--- src/rtl/parameter_bus_master_if.sv ---
// Byte-serial command/response streams plus parameter RAM write/read ports.
// The master modport is the bus-master side; the slave modport is the host/RAM side.
interface parameter_bus_master_if #(
  parameter int ADDR_WIDTH = 5,
  parameter int DATA_WIDTH = 32
);
  logic [7:0]            cmd_data_in;
  logic                  cmd_valid_in;
  logic                  cmd_ready_out;
  logic [7:0]            rsp_data_out;
  logic                  rsp_valid_out;
  logic                  rsp_ready_in;
  logic [DATA_WIDTH-1:0] wdata_out;
  logic [ADDR_WIDTH-1:0] wadd_out;
  logic [DATA_WIDTH-1:0] wmask_out;
  logic                  wval_out;
  logic                  wen_out;
  logic [DATA_WIDTH-1:0] rdata_in;
  logic [ADDR_WIDTH-1:0] radd_out;
  logic                  rval_in;
  logic                  ren_out;
  logic                  busy_out;

  modport master (
    input  cmd_data_in, cmd_valid_in, rsp_ready_in, rdata_in, rval_in,
    output cmd_ready_out, rsp_data_out, rsp_valid_out,
           wdata_out, wadd_out, wmask_out, wval_out, wen_out,
           radd_out, ren_out, busy_out
  );

  modport slave (
    output cmd_data_in, cmd_valid_in, rsp_ready_in, rdata_in, rval_in,
    input  cmd_ready_out, rsp_data_out, rsp_valid_out,
           wdata_out, wadd_out, wmask_out, wval_out, wen_out,
           radd_out, ren_out, busy_out
  );
endinterface

--- src/rtl/parameter_bus_master.sv ---
// Parses a byte-serial command stream into parameter RAM writes/reads and returns byte responses.
// Optional read timeout is enabled by defining PBM_TIMEOUT_EN.
//
// state       | meaning
// ------------+---------------------------------------------------
// S_IDLE      | waiting for opcode byte
// S_GET_ADDR  | waiting for address byte
// S_GET_DATA  | collecting NB write data bytes, MSB first
// S_GET_MASK  | collecting NB write mask bytes, MSB first
// S_WRITE     | one-cycle write strobe
// S_READ_REQ  | one-cycle read request strobe
// S_READ_WAIT | waiting for rval_in (or timeout)
// S_SEND_HDR  | sending 'D' header of read response
// S_SEND_DATA | sending NB read data bytes, MSB first
// S_SEND_ACK  | sending 'K' write acknowledge
// S_SEND_ERR  | sending 'E' (bad opcode) or 'T' (read timeout)
module parameter_bus_master #(
  parameter int ADDR_WIDTH     = 5,
  parameter int DATA_WIDTH     = 32,
  parameter int TIMEOUT_CYCLES = 255
) (
  input  logic                  clk,
  input  logic                  rst,
  parameter_bus_master_if.master bus
);
  localparam int NB = DATA_WIDTH / 8;
  localparam int CW = (NB > 1) ? $clog2(NB) : 1;
  localparam logic [CW-1:0] LAST = CW'(NB - 1);

  localparam logic [7:0] OP_W  = 8'h57;
  localparam logic [7:0] OP_R  = 8'h52;
  localparam logic [7:0] RSP_K = 8'h4B;
  localparam logic [7:0] RSP_D = 8'h44;
  localparam logic [7:0] RSP_E = 8'h45;
  localparam logic [7:0] RSP_T = 8'h54;

  if (ADDR_WIDTH < 1 || ADDR_WIDTH > 8) begin : g_bad_aw
    $error("ADDR_WIDTH must be 1..8");
  end
  if (DATA_WIDTH < 8 || (DATA_WIDTH % 8) != 0) begin : g_bad_dw
    $error("DATA_WIDTH must be a non-zero multiple of 8");
  end
  if (TIMEOUT_CYCLES < 2) begin : g_bad_to
    $error("TIMEOUT_CYCLES must be >= 2");
  end

  typedef enum logic [3:0] {
    S_IDLE, S_GET_ADDR, S_GET_DATA, S_GET_MASK, S_WRITE, S_READ_REQ,
    S_READ_WAIT, S_SEND_HDR, S_SEND_DATA, S_SEND_ACK, S_SEND_ERR
  } state_t;

  state_t state, state_nx;

  logic [7:0]            cmd_byte;
  logic                  cmd_rdy;
  logic                  cmd_acc;
  logic                  rsp_vld;
  logic                  rsp_acc;
  logic [7:0]            rsp_byte;

  logic                  is_wr;
  logic [CW-1:0]         cnt;
  logic [ADDR_WIDTH-1:0] addr_q;
  logic [DATA_WIDTH-1:0] data_sr;
  logic [DATA_WIDTH-1:0] mask_sr;
  logic [DATA_WIDTH-1:0] data_nx;
  logic [DATA_WIDTH-1:0] mask_nx;
  logic [DATA_WIDTH-1:0] wdata_q;
  logic [DATA_WIDTH-1:0] wmask_q;
  logic [ADDR_WIDTH-1:0] wadd_q;
  logic [ADDR_WIDTH-1:0] radd_q;
  logic [DATA_WIDTH-1:0] rdata_q;
  logic [7:0]            err_byte;

`ifdef PBM_TIMEOUT_EN
  localparam int TW = $clog2(TIMEOUT_CYCLES);
  logic [TW-1:0] tmr;
`endif

  assign cmd_byte = bus.cmd_data_in;
  assign cmd_acc  = bus.cmd_valid_in & cmd_rdy;
  assign rsp_acc  = rsp_vld & bus.rsp_ready_in;
  assign data_nx  = (data_sr << 8) | DATA_WIDTH'(cmd_byte);
  assign mask_nx  = (mask_sr << 8) | DATA_WIDTH'(cmd_byte);

  always_ff @(posedge clk) begin
    if (rst) state <= S_IDLE;
    else     state <= state_nx;
  end

  always_comb begin
    state_nx = state;
    cmd_rdy  = 1'b0;
    rsp_vld  = 1'b0;
    rsp_byte = 8'h00;
    case (state)
      S_IDLE: begin
        cmd_rdy = 1'b1;
        if (bus.cmd_valid_in) begin
          if (cmd_byte == OP_W || cmd_byte == OP_R) state_nx = S_GET_ADDR;
          else                                      state_nx = S_SEND_ERR;
        end
      end
      S_GET_ADDR: begin
        cmd_rdy = 1'b1;
        if (bus.cmd_valid_in) state_nx = is_wr ? S_GET_DATA : S_READ_REQ;
      end
      S_GET_DATA: begin
        cmd_rdy = 1'b1;
        if (bus.cmd_valid_in && cnt == LAST) state_nx = S_GET_MASK;
      end
      S_GET_MASK: begin
        cmd_rdy = 1'b1;
        if (bus.cmd_valid_in && cnt == LAST) state_nx = S_WRITE;
      end
      S_WRITE:    state_nx = S_SEND_ACK;
      S_READ_REQ: state_nx = S_READ_WAIT;
      S_READ_WAIT: begin
        // rval_in on the terminal timer cycle still completes the read
        if (bus.rval_in) state_nx = S_SEND_HDR;
`ifdef PBM_TIMEOUT_EN
        else if (tmr == '0) state_nx = S_SEND_ERR;
`endif
      end
      S_SEND_HDR: begin
        rsp_vld  = 1'b1;
        rsp_byte = RSP_D;
        if (bus.rsp_ready_in) state_nx = S_SEND_DATA;
      end
      S_SEND_DATA: begin
        rsp_vld  = 1'b1;
        rsp_byte = rdata_q[DATA_WIDTH-1 -: 8];
        if (bus.rsp_ready_in && cnt == LAST) state_nx = S_IDLE;
      end
      S_SEND_ACK: begin
        rsp_vld  = 1'b1;
        rsp_byte = RSP_K;
        if (bus.rsp_ready_in) state_nx = S_IDLE;
      end
      S_SEND_ERR: begin
        rsp_vld  = 1'b1;
        rsp_byte = err_byte;
        if (bus.rsp_ready_in) state_nx = S_IDLE;
      end
      default: state_nx = S_IDLE;
    endcase
  end

  // Staging registers keep the RAM-facing outputs stable until the strobe cycle.
  always_ff @(posedge clk) begin
    if (rst) begin
      is_wr    <= 1'b0;
      cnt      <= '0;
      addr_q   <= '0;
      data_sr  <= '0;
      mask_sr  <= '0;
      wdata_q  <= '0;
      wmask_q  <= '0;
      wadd_q   <= '0;
      radd_q   <= '0;
      rdata_q  <= '0;
      err_byte <= 8'h00;
`ifdef PBM_TIMEOUT_EN
      tmr      <= '0;
`endif
    end else begin
      case (state)
        S_IDLE: begin
          if (cmd_acc) begin
            is_wr    <= (cmd_byte == OP_W);
            err_byte <= RSP_E;
            cnt      <= '0;
          end
        end
        S_GET_ADDR: begin
          if (cmd_acc) begin
            addr_q <= cmd_byte[ADDR_WIDTH-1:0];
            if (!is_wr) radd_q <= cmd_byte[ADDR_WIDTH-1:0];
          end
        end
        S_GET_DATA: begin
          if (cmd_acc) begin
            data_sr <= data_nx;
            cnt     <= (cnt == LAST) ? '0 : cnt + 1'b1;
          end
        end
        S_GET_MASK: begin
          if (cmd_acc) begin
            mask_sr <= mask_nx;
            cnt     <= (cnt == LAST) ? '0 : cnt + 1'b1;
            if (cnt == LAST) begin
              wdata_q <= data_sr;
              wmask_q <= mask_nx;
              wadd_q  <= addr_q;
            end
          end
        end
        S_READ_REQ: begin
`ifdef PBM_TIMEOUT_EN
          tmr <= TW'(TIMEOUT_CYCLES - 1);
`endif
        end
        S_READ_WAIT: begin
          if (bus.rval_in) rdata_q <= bus.rdata_in;
`ifdef PBM_TIMEOUT_EN
          else if (tmr == '0) err_byte <= RSP_T;
          else tmr <= tmr - 1'b1;
`endif
        end
        S_SEND_HDR: begin
          if (rsp_acc) cnt <= '0;
        end
        S_SEND_DATA: begin
          if (rsp_acc) begin
            rdata_q <= rdata_q << 8;
            cnt     <= (cnt == LAST) ? '0 : cnt + 1'b1;
          end
        end
        default: ;
      endcase
    end
  end

  always_comb begin
    bus.cmd_ready_out = cmd_rdy;
    bus.rsp_valid_out = rsp_vld;
    bus.rsp_data_out  = rsp_byte;
    bus.wval_out      = (state == S_WRITE);
    bus.wen_out       = (state == S_WRITE);
    bus.ren_out       = (state == S_READ_REQ);
    bus.busy_out      = (state != S_IDLE);
    bus.wdata_out     = wdata_q;
    bus.wmask_out     = wmask_q;
    bus.wadd_out      = wadd_q;
    bus.radd_out      = radd_q;
  end
endmodule
--- src/flat_wrapper.sv ---
// flat-port wrapper written by rule: the top's interface ports become plain ports
module parameter_bus_master_flat 
#(
  parameter int ADDR_WIDTH     = 5,
  parameter int DATA_WIDTH     = 32,
  parameter int TIMEOUT_CYCLES = 255
)
  (clk, rst, bus_cmd_data_in, bus_cmd_valid_in, bus_rsp_ready_in, bus_rdata_in, bus_rval_in, bus_cmd_ready_out, bus_rsp_data_out, bus_rsp_valid_out, bus_wdata_out, bus_wadd_out, bus_wmask_out, bus_wval_out, bus_wen_out, bus_radd_out, bus_ren_out, bus_busy_out);
  parameter_bus_master_if #(.ADDR_WIDTH(ADDR_WIDTH), .DATA_WIDTH(DATA_WIDTH)) bus_i ();
  input  logic clk;
  input  logic rst;
  input wire logic [$bits(bus_i.cmd_data_in)-1:0] bus_cmd_data_in;
  input wire logic [$bits(bus_i.cmd_valid_in)-1:0] bus_cmd_valid_in;
  input wire logic [$bits(bus_i.rsp_ready_in)-1:0] bus_rsp_ready_in;
  input wire logic [$bits(bus_i.rdata_in)-1:0] bus_rdata_in;
  input wire logic [$bits(bus_i.rval_in)-1:0] bus_rval_in;
  output wire logic [$bits(bus_i.cmd_ready_out)-1:0] bus_cmd_ready_out;
  output wire logic [$bits(bus_i.rsp_data_out)-1:0] bus_rsp_data_out;
  output wire logic [$bits(bus_i.rsp_valid_out)-1:0] bus_rsp_valid_out;
  output wire logic [$bits(bus_i.wdata_out)-1:0] bus_wdata_out;
  output wire logic [$bits(bus_i.wadd_out)-1:0] bus_wadd_out;
  output wire logic [$bits(bus_i.wmask_out)-1:0] bus_wmask_out;
  output wire logic [$bits(bus_i.wval_out)-1:0] bus_wval_out;
  output wire logic [$bits(bus_i.wen_out)-1:0] bus_wen_out;
  output wire logic [$bits(bus_i.radd_out)-1:0] bus_radd_out;
  output wire logic [$bits(bus_i.ren_out)-1:0] bus_ren_out;
  output wire logic [$bits(bus_i.busy_out)-1:0] bus_busy_out;
  assign bus_i.cmd_data_in = bus_cmd_data_in;
  assign bus_i.cmd_valid_in = bus_cmd_valid_in;
  assign bus_i.rsp_ready_in = bus_rsp_ready_in;
  assign bus_i.rdata_in = bus_rdata_in;
  assign bus_i.rval_in = bus_rval_in;
  assign bus_cmd_ready_out = bus_i.cmd_ready_out;
  assign bus_rsp_data_out = bus_i.rsp_data_out;
  assign bus_rsp_valid_out = bus_i.rsp_valid_out;
  assign bus_wdata_out = bus_i.wdata_out;
  assign bus_wadd_out = bus_i.wadd_out;
  assign bus_wmask_out = bus_i.wmask_out;
  assign bus_wval_out = bus_i.wval_out;
  assign bus_wen_out = bus_i.wen_out;
  assign bus_radd_out = bus_i.radd_out;
  assign bus_ren_out = bus_i.ren_out;
  assign bus_busy_out = bus_i.busy_out;
  parameter_bus_master #(.ADDR_WIDTH(ADDR_WIDTH), .DATA_WIDTH(DATA_WIDTH), .TIMEOUT_CYCLES(TIMEOUT_CYCLES)) u_core (.clk(clk), .rst(rst), .bus(bus_i));
endmodule
--- config.mk ---
export PLATFORM = sky130hd
export DESIGN_NAME = parameter_bus_master_flat
export DESIGN_NICKNAME = d
export VERILOG_FILES = /design/src/rtl/parameter_bus_master_if.sv /design/src/rtl/parameter_bus_master.sv /design/src/flat_wrapper.sv
export SDC_FILE = /design/constraint.sdc
export NUM_CORES = 1
export LEC_CHECK = 0
export BUFFER_PORTS_ARGS = -buffer_cell sky130_fd_sc_hd__buf_2
export CAP_MARGIN = 5
export CORE_MARGIN = 4
export CORE_UTILIZATION = 59
export CTS_CLUSTER_DIAMETER = 80
export CTS_CLUSTER_SIZE = 24
export DETAILED_ROUTE_END_ITERATION = 12
export HOLD_SLACK_MARGIN = 0.1
export PLACE_DENSITY = 0.85
export REMOVE_ABC_BUFFERS = 1
export SLEW_MARGIN = 0
export SYNTH_ARGS = -nofsm -noshare
export SYNTH_HDL_FRONTEND = slang
export SYNTH_SLANG_ARGS = --single-unit
--- constraint.sdc ---
create_clock -name clk -period 3.6 [get_ports clk]
set_input_delay 0 -clock clk [delete_from_list [all_inputs] [get_ports clk]]
set_output_delay 0 -clock clk [all_outputs]
set_load 0.02 [all_outputs]
==> results.ini <==
[grt]
antenna_found_initial=0
grt_pass1_vias=6230
grt_max_degree=130
grt_util_all_layers_pct=26.83
grt_pass1_wl_um=29100
grt.overflow.total=0

[logic_synthesis]
syn-cell-area_um2=6787
synthCells=873
ys_types=42
synth-seq-area-share_pct=51.62
synth_seq_cells=175
synthTopCellsByArea=dfxtp_1 (52%), nand2_1 (18%), a21oi_1 (11%)
synth_top_area_share_pct=51.62
synth_warnings=0
synth_edf_count=0
yosys_most_used_dff=dfxtp_1
avgSynthCellArea_um2=7.774
synthArstFlopShare_pct=0
synth_top_cell_by_area=dfxtp_1

[floorplan]
core_um2=11030
start_util_pct=61.52
die_w_um=115.3
die_h_um=115.3
rows=38
io_pins=133
die-area_um2=13280

[detailed_routing]
drc=0
vias=6474
firstDrtPassIters=5
ant_nets=0
drt_iter0_drc=653
vias_per_cell=5.567
wire_per_inst_um=15.08
drt-total-wl_um=17540

[timing]
fin_ws_ns=0.3828
slew_viol_final=0
fmax_mhz=310.8
skew_ns=0.009310
period_needed_ns=3.217
min_period_over_period_pct=89.37
worst_pin_slew_ns=0.9011
hold_violations=0
grt_setup_unrepaired=no
max-slew-margin-rel_pct=39.76
setup_viol=0

[placed_design]
gp_congestion=0.8547
pre_cts_slack_ns=1.085
placed_cell_area_um2=7415
port_buffers=132
dp_hpwl_um=9629

[worst_setup_path]
cp_max_fo=41
critPathArrivalTime_ns=3.57
critPathLaunchType=register
reg2regPathDepth=7
endpoint_kind=register
cp-startpoint=u_core.state[3]
crit_path_end=u_core.rdata_q[7]
r2r_end=u_core.rdata_q[7]
worstReg2RegStart=u_core.state[3]
path_class=register to register
required_ns=3.96
r2r_slack_ns=0.38

[status]
outcome=complete, no violations

[power]
power_mw=4.792
p_per_area_nw_per_um2=562.4
leakage_nw=3.324
max-vdd-ir-drop_mv=0.4100

[clock_tree]
cts.clk_slew.worst_paths_ns=0.07
cts-resized-gates=0
clk_latency_ns=0.42
clkSinkCount=175
htreeDepth=4
clk_path_buf_depth=2
cts_tree=built
numCtsBuffers=17
cts_root_buffer=clkbuf_16

[flow_run]
maxCapViolations=0

[finish]
diodes=0
fin_util_pct=77.25
nets=1057
final_layout_size_suffix_gt1_share_pct=17.69
final_area_um2=8521
fillers=777
syn_to_final_growth_pct=25.55

[worst_hold_path]
hold_path.class=input pin to register

==> per-stage QoR <==
| stage | instances | hold slack [ns] | TNS (ns) |
|---|---|---|---|
| 2_1_floorplan | 799 | 0.06907 | -0.04636 |
| 3_3_place_gp | 1082 | 0.2588 | 0 |
| 3_5_place_dp | 1082 | 0.2616 | 0 |
| 4_1_cts | 1163 | 0.1103 | 0 |
| 5_1_grt | 1163 | 0.1516 | 0 |
| 6_report | 1163 | 0.1191 | 0 |
==> kinds of logic after synthesis <==
group                      after synthesis  synth area share, %
buffers and inverters                   77                5.162
muxes                                    8                1.180
and+or+nand+nor                        411                24.80
xor gates and xnor gates                 2               0.2582
DFF                                    175                51.62
adders and majority gates                1               0.1843
AOI/OAI and AO/OA                      199                16.80
==> cell usage in the layout (no fill, tap or decap), types with 8 or more instances in the layout <==
cell,netlist,final
nand3_1,13,13
a21oi_1,146,145
mux2i_1,8,8
buf_2,22,131
nand2_1,320,319
clkbuf_16,0,17
nor2_1,47,47
buf_4,7,10
dlygate4sd3_1,0,50
o21ai_0,9,9
dfxtp_1,175,175
a311oi_1,24,24
==> power by group <==
part	internal, mW	switching (mW)	total [mW]	leakage, nW
registers	2.04	0.0901	2.13	1.41
logic	0.294	0.505	0.799	1.62
clock network	1.10	0.763	1.86	0.290
==> worst min path at each step <==
stage / cells past startpoint / endpoint / startpoint
after floorplan: 1 / u_core.bus.radd_out[0] / rst
after global placement: 3 / u_core.rdata_q[0] / bus_rdata_in[0]
after detailed placement: 3 / u_core.rdata_q[3] / bus_rdata_in[3]
after CTS: 5 / u_core.state[1] / bus_rval_in
after global routing: 5 / u_core.state[1] / bus_rval_in
final: 5 / u_core.state[1] / bus_rval_in
==> critical path, stage by stage (launching register included) <==
cell           delay, ns
dfxtp_1             0.78
nor3b_2             0.41
nand2_1             0.16
a21oi_4             0.39
buf_4               0.44
nand3_1             0.17
a21oi_1             0.19
dlygate4sd3_1       0.59
==> state kept, by name (all words and copies together) (netlist names) <==
| name | cells |
|---|---|
| u_core.mask_sr | 24 |
| u_core.bus.wmask_out | 32 |
| u_core.rdata_q | 32 |
| u_core.cnt | 2 |
| u_core.state | 4 |
| u_core.addr_q | 5 |
| u_core.bus.wdata_out | 32 |
| u_core.bus.wadd_out | 5 |
| u_core.bus.radd_out | 5 |
| u_core.data_sr | 32 |
| u_core.err_byte | 1 |
| u_core.is_wr | 1 |
==> final cells by class <==
| type | instances | area (um^2) | area share [%] |
|---|---|---|---|
| Clock buffer | 21 | 480.5 | 5.639 |
| Clock inverter | 10 | 125.1 | 1.468 |
| Inverter | 3 | 11.26 | 0.1322 |
| Multi-Input combinational cell | 621 | 2954 | 34.67 |
| Sequential cell | 175 | 3503 | 41.12 |
| Tap cell | 140 | 175.2 | 2.056 |
| Timing Repair Buffer | 193 | 1271 | 14.92 |
==> synthesized netlist by cell type, types with 2 or more instances <==
master,count
clkbuf_1,39
buf_4,7
nand3_1,13
or4_1,2
nand4b_1,2
o31ai_1,3
nand2b_1,3
nor2b_1,4
o211ai_1,2
nor3_1,3
buf_2,22
a21oi_1,146
a311oi_1,24
nand2_1,320
a31oi_1,2
inv_1,3
and3_1,4
mux2i_1,8
o21ai_0,9
o21a_1,2
xnor2_1,2
buf_1,5
dfxtp_1,175
and2_1,5
nor2_1,47
a32oi_1,3
nor4b_1,3
==> repair_timing <==
| action | in CTS | in global routing |
|---|---|---|
| setup buffers | 0 | 0 |
| hold buffers | 50 | 0 |
| hold endpoints to repair | 83 | 0 |
==> metal layers <==
metal  routed length [um]  GRT usage, %
met5                    0             0
met4                  352         9.233
met3                 1363         7.684
met2                 8512         45.06
met1                 7313         33.06
No activity file was read; power rests on OpenSTA's default activity.
